### src/rtl/pattern0_pkg.sv
// Shared encodings for the pattern0 vector sequencer: FSM states, opcodes and
// the 30-bit vector-word layout {wft[29:26], wfc[25:10], rpt[9:2], op[1:0]}.
package pattern0_pkg;

  localparam int VEC_W = 30;

  typedef enum logic [1:0] {
    ST_IDLE  = 2'd0,
    ST_FETCH = 2'd1,
    ST_RUN   = 2'd2,
    ST_DONE  = 2'd3
  } state_t;

  typedef enum logic [1:0] {
    OP_NORMAL     = 2'd0,
    OP_LOOP_START = 2'd1,
    OP_LOOP_END   = 2'd2,
    OP_HALT       = 2'd3
  } op_t;

  typedef struct packed {
    logic [3:0]  wft;
    logic [15:0] wfc;
    logic [7:0]  rpt;
    op_t         op;
  } vec_t;

endpackage

### src/rtl/pattern0_cycle_timer.sv
// Tester-cycle phase generator: phase counts 0..PERIOD_CYC-1 while enabled,
// sync is high for the first half of each tester cycle.
module pattern0_cycle_timer #(
  parameter int PERIOD_CYC = 4
) (
  input  logic clk,
  input  logic rst_n,
  input  logic en,
  output logic tester_sync,
  output logic ph0,
  output logic ph1,
  output logic cyc_end
);

  localparam int PH_W = $clog2(PERIOD_CYC);

  logic [PH_W-1:0] phase;

  // Phase parks at 0 whenever disabled so entry into RUN always starts a fresh cycle.
  always_ff @(posedge clk or negedge rst_n) begin
    if (!rst_n)                              phase <= '0;
    else if (!en)                            phase <= '0;
    else if (phase == PH_W'(PERIOD_CYC - 1)) phase <= '0;
    else                                     phase <= phase + PH_W'(1);
  end

  assign tester_sync = en && (phase < PH_W'(PERIOD_CYC / 2));
  assign ph0         = en && (phase == '0);
  assign ph1         = en && (phase == PH_W'(1));
  assign cyc_end     = en && (phase == PH_W'(PERIOD_CYC - 1));

endmodule

### src/rtl/pattern0_vector_sequencer.sv
// Vector-memory sequencer: fetches vectors, repeats/loops them per opcode and
// presents wft/wfc plus a tester-cycle strobe to the timing-control stage.
module pattern0_vector_sequencer
  import pattern0_pkg::*;
#(
  parameter int ADDR_W     = 10,
  parameter int PERIOD_CYC = 4
) (
  input  logic              clk,
  input  logic              rst_n,
  input  logic              start,
  input  logic              abort,
  output logic [ADDR_W-1:0] mem_addr,
  input  logic [VEC_W-1:0]  mem_rdata,
  output logic              tester_sync,
  output logic [3:0]        wft,
  output logic [15:0]       wfc,
  output logic              busy,
  output logic              done,
  output logic              err,
  output logic [15:0]       vec_count
);

  state_t            state, state_nxt;
  vec_t              pf, ld_vec;
  logic [3:0]        cur_wft;
  logic [15:0]       cur_wfc;
  logic [7:0]        rpt_cnt, loop_cnt, le_cnt;
  logic [ADDR_W-1:0] loop_addr, nxt_addr;
  logic              fetch_wait, loop_active, wrap_pend, le_branch;
  logic              in_run, ts_raw, ph0, ph1, cyc_end;
  logic              start_ok, load_vec, run_vec, repeat_cyc, set_err;

  pattern0_cycle_timer #(.PERIOD_CYC(PERIOD_CYC)) u_timer (
    .clk         (clk),
    .rst_n       (rst_n),
    .en          (in_run),
    .tester_sync (ts_raw),
    .ph0         (ph0),
    .ph1         (ph1),
    .cyc_end     (cyc_end)
  );

  // The first vector comes straight off the memory bus; later ones from the prefetch.
  assign ld_vec    = (state == ST_FETCH) ? vec_t'(mem_rdata) : pf;
  assign le_cnt    = loop_active ? loop_cnt : ld_vec.rpt;
  assign le_branch = (ld_vec.op == OP_LOOP_END) && (le_cnt != 8'd0);
  assign nxt_addr  = le_branch ? loop_addr : mem_addr + ADDR_W'(1);

  always_ff @(posedge clk or negedge rst_n) begin
    if (!rst_n) state <= ST_IDLE;
    else        state <= state_nxt;
  end

  always_comb begin
    state_nxt  = state;
    start_ok   = 1'b0;
    load_vec   = 1'b0;
    repeat_cyc = 1'b0;
    set_err    = 1'b0;
    if (abort) begin
      state_nxt = ST_IDLE;
    end else begin
      case (state)
        ST_IDLE: if (start) begin
          state_nxt = ST_FETCH;
          start_ok  = 1'b1;
        end
        ST_FETCH: if (!fetch_wait) load_vec = 1'b1;
        ST_RUN: if (cyc_end) begin
          if (rpt_cnt != 8'd0)  repeat_cyc = 1'b1;
          else if (wrap_pend) begin
            set_err   = 1'b1;
            state_nxt = ST_DONE;
          end else              load_vec = 1'b1;
        end
        ST_DONE: begin
          state_nxt = start ? ST_FETCH : ST_IDLE;
          start_ok  = start;
        end
        default: state_nxt = ST_IDLE;
      endcase
      if (load_vec) state_nxt = (ld_vec.op == OP_HALT) ? ST_DONE : ST_RUN;
    end
    run_vec = load_vec && (ld_vec.op != OP_HALT);
  end

  always_comb begin
    in_run      = (state == ST_RUN);
    busy        = (state == ST_FETCH) || in_run;
    done        = (state == ST_DONE);
    tester_sync = ts_raw;
    wft         = in_run ? cur_wft : 4'd0;
    wfc         = in_run ? cur_wfc : 16'd0;
  end

  always_ff @(posedge clk or negedge rst_n) begin
    if (!rst_n) begin
      mem_addr    <= '0;
      loop_addr   <= '0;
      pf          <= '0;
      cur_wft     <= '0;
      cur_wfc     <= '0;
      rpt_cnt     <= '0;
      loop_cnt    <= '0;
      loop_active <= 1'b0;
      wrap_pend   <= 1'b0;
      fetch_wait  <= 1'b0;
      err         <= 1'b0;
      vec_count   <= '0;
    end else if (start_ok) begin
      mem_addr    <= '0;
      loop_addr   <= '0;
      loop_cnt    <= '0;
      loop_active <= 1'b0;
      wrap_pend   <= 1'b0;
      fetch_wait  <= 1'b1;
      err         <= 1'b0;
      vec_count   <= '0;
    end else begin
      if (state == ST_FETCH) fetch_wait <= 1'b0;
      if (ph1)               pf <= vec_t'(mem_rdata);
      if (set_err)           err <= 1'b1;
      if (repeat_cyc)        rpt_cnt <= rpt_cnt - 8'd1;
      if (ph0 && vec_count != 16'hFFFF) vec_count <= vec_count + 16'd1;
      if (run_vec) begin
        cur_wft   <= ld_vec.wft;
        cur_wfc   <= ld_vec.wfc;
        rpt_cnt   <= (ld_vec.op == OP_LOOP_END) ? 8'd0 : ld_vec.rpt;
        mem_addr  <= nxt_addr;
        // Falling off the top of memory is only an error once this vector has finished.
        wrap_pend <= !le_branch && (mem_addr == '1);
        if (ld_vec.op == OP_LOOP_START) loop_addr <= mem_addr;
        if (ld_vec.op == OP_LOOP_END) begin
          loop_active <= le_branch;
          loop_cnt    <= le_branch ? le_cnt - 8'd1 : 8'd0;
        end
      end
    end
  end

endmodule
### config.mk
export PLATFORM = sky130hd
export DESIGN_NAME = pattern0_vector_sequencer
export DESIGN_NICKNAME = d
export VERILOG_FILES = /design/src/rtl/pattern0_pkg.sv /design/src/rtl/pattern0_cycle_timer.sv /design/src/rtl/pattern0_vector_sequencer.sv
export SDC_FILE = /design/constraint.sdc
export NUM_CORES = 1
export LEC_CHECK = 0
export BUFFER_PORTS_ARGS = -buffer_cell sky130_fd_sc_hd__buf_2
export CORE_MARGIN = 8
export CORE_UTILIZATION = 45
export DETAILED_ROUTE_END_ITERATION = 12
export MAX_ROUTING_LAYER = met4
export PLACE_DENSITY = 0.76
export SLEW_MARGIN = 20
export SYNTH_ARGS = -nofsm -noshare
export SYNTH_HDL_FRONTEND = slang
export SYNTH_SLANG_ARGS = --single-unit
### constraint.sdc
create_clock -name clk -period 2.7 [get_ports clk]
set_input_delay 0.135 -clock clk [delete_from_list [all_inputs] [get_ports clk]]
set_output_delay 0.135 -clock clk [all_outputs]
set_load 0.005 [all_outputs]
# Word level (Yosys, flattened, before mapping)
# Index checks and enable logic that the tools add are counted.
[classes]
n_reduce_logical = 28
muxes = 58
bitwise_logic = 1
eq_ne = 15
order_cmp = 1
add_sub_neg = 5
[ops]
columns = ["operator", "n"]
rows = [
  ["2-to-1 mux 8 bit", 8],
  ["2-to-1 mux 10 bit", 6],
  ["2-to-1 mux 16 bit", 3],
  ["2-to-1 mux 30 bit", 1],
  ["2-to-1 mux 1 bit", 28],
  ["adder 16 x 1 -> 16 bit (second input constant)", 1],
  ["2-to-1 mux 2 bit", 8],
  ["inequality test 16 bit (second input constant)", 1],
  ["inequality test 4 bit (second input constant)", 4],
  ["nonzero test 8 bit", 2],
  ["subtractor 8 x 1 -> 8 bit (second input constant)", 2],
  ["nonzero test 2 bit", 7],
  ["adder 10 x 1 -> 10 bit (second input constant)", 1],
  ["equality test 10 bit (second input constant)", 1],
  ["equality test 2 bit (second input constant)", 5],
  ["AND reduction 2 bit", 5],
  ["logical AND 1 bit", 8],
  ["equality test 2 x 1 -> 1 bit (second input constant)", 3],
  ["one-hot mux 2 bit (3 select lines)", 1],
  ["AND reduction 5 bit", 1],
  ["nonzero test 5 bit", 1],
  ["zero test 2 bit", 2],
  ["2-to-1 mux 4 bit", 1],
  ["one-hot mux 1 bit (2 select lines)", 2],
  ["other kinds (6)", 6],
]
[totals]
word_cells = 125
in_bits = 34
register_bits = 110
output_inout_bits = 50

# Depth between registers and ports, before layout
[depth]
word_depth = 9
mapped_depth = 12
depth_no_buf = 10

# By module
# A second synthesis with hierarchy kept.
[unflattened]
hier_cells = 563
hier_area_um2 = 5911.9
[modules_own_cells]
columns = ["module", "n_inst", "area_per_inst_um2", "seq_area_each_um2", "cells_per_inst"]
rows = [
  ["pattern0_vector_sequencer", 1, 5773.0, 2702.6, 550],
  ["pattern0_cycle_timer", 1, 138.9, 50.0, 13],
]

# Worst setup path before layout
# Ideal clock, no wire load.
[synth_timing]
path_kind = "reg-to-reg"
start = "reg state[1]"
end = "reg mem_addr[8]"
setup_ps = 135
path_stages_with_launch = 13
required_time_ps = 2565
path_buffers = 2
synth_period_minus_slack_ps = 2593
slack_ps = 107
arrival_ps = 2458
cell_sequence = "dfrtp_1 > inv_1 > ha_1 > buf_6 > mux2_4 > mux2i_1 > ha_1 > o211a_1 > nand4_2 > o21bai_4 > buf_12 > mux2i_1 > o22ai_1"
[synth_between]
elab_chain_cells = 8
word_cells_on_any_way = 22
classes_between = "5 x eq/ne; 11 x mux; 6 x reduce/logical"
[synth_lines]
columns = ["item", "line", "rtl"]
rows = [
  ["start, declared", "pattern0_vector_sequencer.sv:24", "state_t state, state_nxt;"],
  ["start signal, assigned", "pattern0_vector_sequencer.sv:52", "else state <= state_nxt;"],
  ["equality test 2 x 1 -> 1 bit / equality test 2 bit (equally long branches)", "pattern0_vector_sequencer.sv:45, pattern0_vector_sequencer.sv:64, pattern0_vector_sequencer.sv:89", ""],
  ["2-to-1 mux 30 bit / logical AND 1 bit (equally long branches)", "pattern0_vector_sequencer.sv:45, pattern0_cycle_timer.sv:30", ""],
  ["2-to-1 mux 8 bit / 2-to-1 mux 1 bit (equally long branches)", "pattern0_vector_sequencer.sv:46, pattern0_vector_sequencer.sv:70", ""],
  ["nonzero test 8 bit / one-hot mux 1 bit (2 select lines) (equally long branches)", "pattern0_vector_sequencer.sv:47, pattern0_vector_sequencer.sv:64", ""],
  ["logical AND 1 bit / 2-to-1 mux 1 bit (equally long branches)", "pattern0_vector_sequencer.sv:47, pattern0_vector_sequencer.sv:61", ""],
  ["2-to-1 mux 10 bit / 2-to-1 mux 1 bit (equally long branches)", "pattern0_vector_sequencer.sv:48, pattern0_vector_sequencer.sv:61", ""],
  ["2-to-1 mux 10 bit / logical AND 1 bit (equally long branches)", "pattern0_vector_sequencer.sv:126, pattern0_vector_sequencer.sv:85", ""],
  ["2-to-1 mux 10 bit / nonzero test 2 bit (equally long branches)", "--", ""],
  ["end signal, assigned", "pattern0_vector_sequencer.sv:130", "mem_addr <= nxt_addr;"],
  ["end, declared", "pattern0_vector_sequencer.sv:13", "output logic [ADDR_W-1:0] mem_addr,"],
]
# Parallel ways exist; a longest one is shown, timed or not. The select of a mux whose other input is x is not followed.
# A chain may end at the register's enable or synchronous reset.

# Worst setup path in the final report
[layout_timing]
start = "reg state[1]"
end = "reg mem_addr[9]"
# The elaborated chain is that of the path after synthesis.

==> flow_summary_export.csv <==
group,metric,value,unit
status,status,"complete, no violations",
worst_setup_path,worstSetupStartpointType,"register",
synth,syn_area_per_cell,10.3,sq um
grt,grt_remaining_overflow,0,
sta,period_share,0.960,
synth,async_flop_share,1.00,
worst_setup_path,max_stage_delay,0.41,ns
clock_tree,cts_sinks,110,
clock_tree,clk_latency,0.35,ns
sta,setup_viol,0,
floorplan,die-height,130,microns
drt,drt_pre_antenna_iters,5,
drt,vias_per_cell,5.46,
drt,vias,4560,
clock_tree,cts_tree,"yes",
sta,worst_pin_slew,0.692,ns
worst_setup_path,worstSetupPathType,"reg2reg",
cells_and_area,final_cell_area,0.00689,sq mm
drt,wire_per_inst,16.8,microns
worst_setup_path,cp_max_fo,10,
grt,grt_pass1_wl,22.8,mm
cells_and_area,final_cell_mix,"109 x dfrtp_1, 82 x buf_2, 65 x nand2_1, 41 x nor2_1, 41 x o21ai_0",
sta,rsz0062_at_grt,"no",
floorplan,core,0.0126,sq mm
clock_tree,h-tree-depth,3,
grt,antenna_found_initial,0,
floorplan,ios,84,
synth,ys.flop_type,"dfrtp_1",
sta,slew_headroom,0.539,
sta,fmax,386,MHz
synth,synthCells,566,
worst_setup_path,crit_arrival,2.85,ns
cells_and_area,final_nets,705,
grt,grt_pass1_vias,4678,
sta,fin_skew,0.00584,ns
worst_setup_path,cpMostUsedCell,"o211ai_1",
placement,io_buffers,83,
synth,synth_seq_cells,110,
worst_setup_path,cp-end-kind,"register",
drt,ant_nets,0,
clock_tree,cts_inserted_buffers,9,
cells_and_area,multi_input_area,0.00285,sq mm
sta,drv_slew,0,
sta,fin_hold_ws,0.0243,ns
cells_and_area,diodes,0,
worst_hold_path,hp-class,"in2reg",
sta,finalSetupTns,0,ns
worst_setup_path,required,2.96,ns
run,max_cap_violations,0,
worst_setup_path,critPathSlowestCell,"dfrtp_2",
synth,synth-edff-count,0,
placement,dpl.hpwl,9.77,mm
cells_and_area,drive_gt1_frac,0.267,
synth,ys_seq_area_frac,0.473,
grt,grt_max_degree,60,
synth,syn_nets,613,
placement,dpl_cell_area,0.00648,sq mm
synth,yosysWarnings,0,
synth,yosysUniqueCellTypes,67,
placement,gp_congestion,0.853,
sta,hold_viol,0,
grt,grt_usage,0.174,
drt,totalWireLength,14.1,mm
pwr,irDropWorstVdd,0.000525,V
floorplan,row_count,41,
sta,min_period,2.59,ns
cells_and_area,fillers,1109,
cells_and_area,seqCellArea,0.00275,sq mm
floorplan,dieArea,0.0168,sq mm
synth,netlist_area,0.00582,sq mm
drt,drc,0,
pwr,p_leak,3.29,nW
clock_tree,cts-root-buf,"clkbuf_16",
cells_and_area,area_delta_synth_final,18.5,%
pwr,powerDensity,857,mW/mm^2
clock_tree,clk_path_buf_depth,2,
floorplan,start_util,0.461,
clock_tree,clk_pin_slew,0.08,ns
floorplan,dieWidth,130,microns
cells_and_area,final_common_cell,"dfrtp_1",
worst_setup_path,worstPathCellList,"inv_2 -> ha_4 -> mux2_4 -> mux2i_1 -> ha_2 -> o211a_1 -> nand4_4 -> o21bai_4 -> buf_4 -> clkbuf_16 -> o211ai_1 -> o211ai_1",
drt,drtIter0Drc,311,
[metal layers]
metal  wire (microns)  part of all wire  GRT usage
met2             6900              0.49      0.276
met5                0                 0          -
met1             6370              0.45      0.218
met4              199             0.014     0.0594
met3              594             0.042     0.0363
[layout make-up]
class	count	share of cell area
Sequential cell	110	0.400
Inverter	24	0.0131
Clock inverter	7	0.0114
Multi-Input combinational cell	404	0.414
Clock buffer	9	0.0327
Tap cell	172	0.0312
Timing Repair Buffer	109	0.0979
[synth_stat cells, drive strengths merged, types with 3 or more instances]
master | number | area, sq um
and2 | 23 | 144
nand2b | 3 | 18.8
a22o | 8 | 70.1
nand3 | 12 | 65.1
nand4 | 8 | 56.3
or3 | 5 | 31.3
nor3b | 4 | 30.0
o32ai | 4 | 35.0
and3 | 4 | 25.0
xor2 | 11 | 96.3
nand2 | 66 | 250
o22ai | 8 | 50.1
ha | 13 | 163
a32oi | 4 | 35.0
o21ai | 43 | 215
clkbuf | 9 | 33.8
xnor2 | 10 | 87.6
a21oi | 11 | 58.8
o21a | 3 | 22.5
mux2 | 34 | 394
buf | 19 | 128
dfrtp | 110 | 2750
inv | 24 | 90.1
nor2b | 3 | 18.8
nor2 | 41 | 154
a31oi | 7 | 43.8
nor3 | 7 | 40.0
a21o | 4 | 30.0
mux2i | 40 | 413
[kinds of logic after synthesis]
kind of cell | count (synthesis) | share of synthesized area
xor gates and xnor gates | 21 | 0.0316
buffers and inverters | 52 | 0.0432
DFF | 110 | 0.473
and+or+nand+nor | 188 | 0.163
muxes | 74 | 0.139
AOI/OAI and AO/OA | 108 | 0.122
adders and majority gates | 13 | 0.0280
[critical path: cells and delay by family (launching register included)]
kind,cells,cell delay [ns]
AO/OA/AOI/OAI,4,0.64
multiplexers,2,0.54
adder cells (fa/ha/maj),2,0.42
flip-flops,1,0.41
buffers and inverters,3,0.38
AND/OR/NAND/NOR,1,0.11
[registers in the layout, indices dropped and copies added (netlist names), 4 cells and up]
name and flops:
vec_count 16, cur_wfc 16, mem_addr 10, loop_addr 10
rpt_cnt 8, loop_cnt 8, cur_wft 4, pf 30
[where the power goes]
group          switching [mW]  internal (mW)
combinational            1.17           1.07
clock                   0.654          0.733
sequential              0.273           2.01
[through the flow]
step / utilization / total power [mW] / worst slack [ns] / std cells
after floorplan: - / 3.77 / 0.107 / 566
after global placement: 0.514 / 4.25 / 0.116 / 813
after detailed placement: 0.514 / 4.37 / 0.0238 / 813
after CTS: 0.539 / 5.76 / 0.0120 / 830
after global routing: 0.546 / 6.24 / 0.00404 / 835
final: 0.546 / 5.90 / 0.108 / 835
[worst paths after layout]
check,startpoint,cells past startpoint,endpoint,slack [ns]
worst max-delay path,state[1],12,mem_addr[9],0.11
worst min-delay path,mem_rdata[18],2,pf[18],0.02
worst max register to register,state[1],12,mem_addr[9],0.11
worst min register to register,cur_wfc[14],2,cur_wfc[14],0.48
max in group asynchronous,rst_n,3,state[1],1.55
min in group asynchronous,rst_n,2,vec_count[6],0.35
[timing repair]
item                                    4_1_cts  5_1_grt
hold buffers                                  1        0
endpoints found under the setup margin        0       18
buffers inserted                              0        4
resized for setup                             0        9
hold endpoints to repair                     51        0
Power figures use the tool's default switching activity.
